`config.mk`:
```
export PLATFORM = sky130hd
export DESIGN_NAME = adder_nbit_reg_flat
export DESIGN_NICKNAME = d
export VERILOG_FILES = /design/src/rtl/adder_nbit_reg_if.sv /design/src/rtl/adder_nbit_reg.sv /design/src/flat_wrapper.sv
export SDC_FILE = /design/constraint.sdc
export NUM_CORES = 1
export LEC_CHECK = 0
export CAP_MARGIN = 30
export CORE_AREA = 2 2 39 41
export CTS_CLUSTER_SIZE = 14
export DETAILED_ROUTE_END_ITERATION = 8
export DIE_AREA = 0 0 41 43
export REMOVE_ABC_BUFFERS = 1
export SYNTH_ARGS = -nofsm -noshare
export SYNTH_HDL_FRONTEND = slang
export SYNTH_SLANG_ARGS = --single-unit
export TNS_END_PERCENT = 50
```
`constraint.sdc`:
```
create_clock -name clk -period 1.3 [get_ports clk]
set_clock_uncertainty 0.05 [all_clocks]
set_input_delay 0.13 -clock clk [delete_from_list [all_inputs] [get_ports clk]]
set_output_delay 0.13 -clock clk [all_outputs]
set_load 0.01 [all_outputs]
```
`src/rtl/adder_nbit_reg_if.sv`:
```
// ============================================================================
// adder_nbit_reg_if : operand/result bundle for adder_nbit_reg
// Rev 1.0
// ============================================================================
`default_nettype none

interface adder_nbit_reg_if #(
  parameter int N = 3
);
  logic         in_valid;
  logic [N-1:0] a;
  logic [N-1:0] b;
  logic         out_valid;
  logic [N:0]   sum;

  modport master (
    output in_valid, a, b,
    input  out_valid, sum
  );

  modport slave (
    input  in_valid, a, b,
    output out_valid, sum
  );
endinterface

`default_nettype wire

```
`src/rtl/adder_nbit_reg.sv`:
```
// ============================================================================
// adder_nbit_reg : unsigned N-bit adder, full-precision N+1-bit registered sum
// Rev 1.0
// ============================================================================
`default_nettype none

module adder_nbit_reg #(
  parameter int N       = 3,
  parameter int LATENCY = 1
) (
  input  logic             clk,
  input  logic             rst_n,
  adder_nbit_reg_if.slave  bus
);

  logic [N:0]         add_result;
  logic [LATENCY-1:0] stage_valid;
  logic [N:0]         stage_sum [LATENCY];

  assign add_result = {1'b0, bus.a} + {1'b0, bus.b};

  // Data only loads on a valid sample so X operands never reach the sum.
  always_ff @(posedge clk or negedge rst_n) begin
    if (!rst_n) begin
      stage_valid[0] <= 1'b0;
      stage_sum[0]   <= '0;
    end else begin
      stage_valid[0] <= bus.in_valid;
      if (bus.in_valid) begin
        stage_sum[0] <= add_result;
      end
    end
  end

  generate
    for (genvar k = 1; k < LATENCY; k++) begin : g_stage
      always_ff @(posedge clk or negedge rst_n) begin
        if (!rst_n) begin
          stage_valid[k] <= 1'b0;
          stage_sum[k]   <= '0;
        end else begin
          stage_valid[k] <= stage_valid[k-1];
          stage_sum[k]   <= stage_sum[k-1];
        end
      end
    end
  endgenerate

  assign bus.out_valid = stage_valid[LATENCY-1];
  assign bus.sum       = stage_sum[LATENCY-1];

endmodule

`default_nettype wire

```
`src/flat_wrapper.sv`:
```
// flat-port wrapper written by rule: the top's interface ports become plain ports
module adder_nbit_reg_flat 
#(
  parameter int N       = 3,
  parameter int LATENCY = 1
)
  (clk, rst_n, bus_in_valid, bus_a, bus_b, bus_out_valid, bus_sum);
  adder_nbit_reg_if #(.N(N)) bus_i ();
  input  logic clk;
  input  logic rst_n;
  input wire logic [$bits(bus_i.in_valid)-1:0] bus_in_valid;
  input wire logic [$bits(bus_i.a)-1:0] bus_a;
  input wire logic [$bits(bus_i.b)-1:0] bus_b;
  output wire logic [$bits(bus_i.out_valid)-1:0] bus_out_valid;
  output wire logic [$bits(bus_i.sum)-1:0] bus_sum;
  assign bus_i.in_valid = bus_in_valid;
  assign bus_i.a = bus_a;
  assign bus_i.b = bus_b;
  assign bus_out_valid = bus_i.out_valid;
  assign bus_sum = bus_i.sum;
  adder_nbit_reg #(.N(N), .LATENCY(LATENCY)) u_core (.clk(clk), .rst_n(rst_n), .bus(bus_i));
endmodule
```
==> flow_summary.yaml <==
outcome:
  run_status: "finished, final reports clean"
job:
  maxCapViolCount: 0
sta:
  timing.setup.tns_ns: 0
  final_critical_path_setup_slack_ns: 0.0511
  setup_repair_after_global_routing_missed_its_margin: "no"
  timing.fmax_mhz: 801
  worst_slew_pin_slew_ns: 0.275
  final-max-slew-violation-count: 0
  worst_slew_margin_rel: 0.816
  final-hold-violation-count: 0
  min_period_ns: 1.25
  report.final.setup_viol: 0
  worst_hold_margin_ns: 0.0535
  finalCritPeriodShare: 0.961
setup_path:
  critical_path.max_stage_delay_ns: 0.52
  cp_data_required_time_ns: 1.12
  cell_chain_of_the_critical_path: "clkdlybuf4s50_1"
  timing.critical_path.slowest_stage_cell: "clkdlybuf4s50_1"
  crit_path_max_fanout: 1
  worst_path_buf_inv: 1
  path_delay_family: "buffers and inverters"
  critPathKind: "reg2out"
  setup.worst_path.start_class: "flop"
  timing.critical_path.arrival_ns: 1.07
  worstSetupEndpointType: "output pin"
logic_synthesis:
  synthesis.area_per_instance_um2: 12.5
  yosysWarnings: 0
  post-synth-top-area-cell: "dfrtp_1"
  synth.top_cells.by_area: "dfrtp_1 (45%), ha_1 (14%), mux2_4 (11%), fa_1 (7.3%), mux2i_1 (7.3%)"
  synthesis.area_um2: 275
  synth.top_cell.area_share: 0.455
  synthDistinctLibCells: 11
  syn_inst: 22
  yosys-top-cells-count: "dfrtp_1 (5), inv_1 (4), ha_1 (3), mux2_4 (2), mux2i_1 (2)"
  synth_ff_type: "dfrtp_1"
  synth_sequential_area_ratio: 0.455
  yosysMostFrequentCell: "dfrtp_1"
  synthArstFlopShare: 1.00
  ys_ff_latch: 5
  synth_enable_flop_cells: 0
cts:
  clock_tree.htree_level_count: 1
  tritoncts_clock_tree: "done"
  clkTransAtPathRegs_ns: 0.04
  post_cts_hold_buffer_count: 0
  cts.sink_count: 5
  cts-root-buf: "clkbuf_4"
  worst_skew_pair.late_latency_ns: 0.24
  max-clock-path-buffers: 2
  number_of_clock_buffers_inserted_by_tritoncts: 3
  postCtsSetupRepairBufs: 0
routing:
  vias_per_cell: 3.78
  finalWirelength_um: 475
  postRouteAntennaNets: 0
  post_drt_wl_per_cell_um: 8.64
  route.detailed.drc: 0
  detailedRoute.firstPassIterationCount: 1
  drt_first_iter_violations: 0
  detailroute.via_count: 208
power:
  ir_drop_v: 0.000189
  p_leak_nw: 0.229
  power_density_nw_per_um2: 1100
cells_and_area:
  syn2layout_area_growth_pct: 64.5
  post_route_cells_drive_above_1_share: 0.256
  final_util: 0.327
  fill_cells: 145
  nets: 53
  final_area_um2: 453
  diodes: 0
place:
  dpl_cell_area_um2: 428
  buffer_ports.inserted: 13
  preCtsSetupSlack_ns: -0.458
  dpl.hpwl_um: 402
  gp_congestion: 0.639
grt:
  globalRouteOverflowTotal: 0
  grt_start_max_net_pins: 6
  grt_antenna_before_repair: 0
  first_global_vias: 189
  grt_pass1_wl_um: 752
  grt_usage: 0.0694
floorplan:
  chipHeight_um: 43
  chipWidth_um: 41
  starting_density_of_the_core: 0.199
  placeableCoreArea_um2: 1380
  rows: 14
  ioPinCount: 14
  die-area_um2: 1760
min_path:
  worstHoldPathType: "in2async"
## cells in the final DEF (no fill, tap or decap), types with 2 or more instances in the layout
master           n
dlygate4sd2_1    7
clkdlybuf4s50_1  5
dfrtp_1          5
clkbuf_4         3
inv_1            2
inv_2            2
mux2i_1          2
mux2_4           2
ha_1             2
## registers in the layout (all words and copies together), names as in the netlist
name and count:
u_core.bus.sum 4, u_core.bus.out_valid 1
## cell type report
class	instances	area [um^2]	share of cell area
Multi-Input combinational cell	12	135	0.298
Clock buffer	4	26.3	0.0580
Timing Repair Buffer	14	131	0.290
Sequential cell	5	125	0.276
Inverter	4	15.0	0.0331
Tap cell	16	20.0	0.0442
## final timing paths
| kind | slack, ns | to | depth (start not counted) | startpoint |
|---|---|---|---|---|
| max in group asynchronous | 0.96 | u_core.bus.out_valid | 1 | rst_n |
| worst max register to register | 0.51 | u_core.bus.sum[2] | 1 | u_core.bus.sum[2] |
| worst min register to register | 0.45 | u_core.bus.sum[3] | 2 | u_core.bus.sum[3] |
| worst min-delay path | 0.05 | u_core.bus.sum[0] | 1 | rst_n |
| min in group clk | 0.33 | u_core.bus.sum[3] | 4 | bus_a[1] |
| worst max-delay path | 0.05 | bus_out_valid | 1 | u_core.bus.out_valid |
## metal layers
layer / track usage / share of wire
met5: 0 / 0
met4: 0.100 / 0.040
met3: 0.0209 / 0.14
met2: 0.0781 / 0.39
met1: 0.0809 / 0.43
## cell families after synthesis
| kind of cell | count (synthesis) | share of synthesized area |
|---|---|---|
| buf+inv | 5 | 0.0727 |
| flops | 5 | 0.455 |
| simple gates | 1 | 0.0136 |
| fa+ha+maj | 4 | 0.209 |
| xor+xnor | 1 | 0.0318 |
| compound gates | 2 | 0.0363 |
| mux | 4 | 0.182 |
## per-stage QoR
stage	total power [W]	cells
6_report	0.000500	55
5_1_grt	0.000534	55
4_1_cts	0.000511	55
3_5_place_dp	0.000346	51
3_3_place_gp	0.000344	51
2_1_floorplan	0.000255	21
## where the power goes
| part | switching (W) | leakage [nW] | internal (W) |
|---|---|---|---|
| Sequential | 0.0000113 | 0.0590 | 0.000180 |
| Clock | 0.0000616 | 0.0150 | 0.000116 |
| Combinational | 0.0000518 | 0.155 | 0.0000794 |
| Total | 0.000125 | 0.229 | 0.000376 |
## what timing repair did
item                       in CTS  in global routing
gates resized for setup        10                  2
pin swaps                       3                  1
setup endpoints to repair       5                  1
Power figures use the tool's default switching activity.
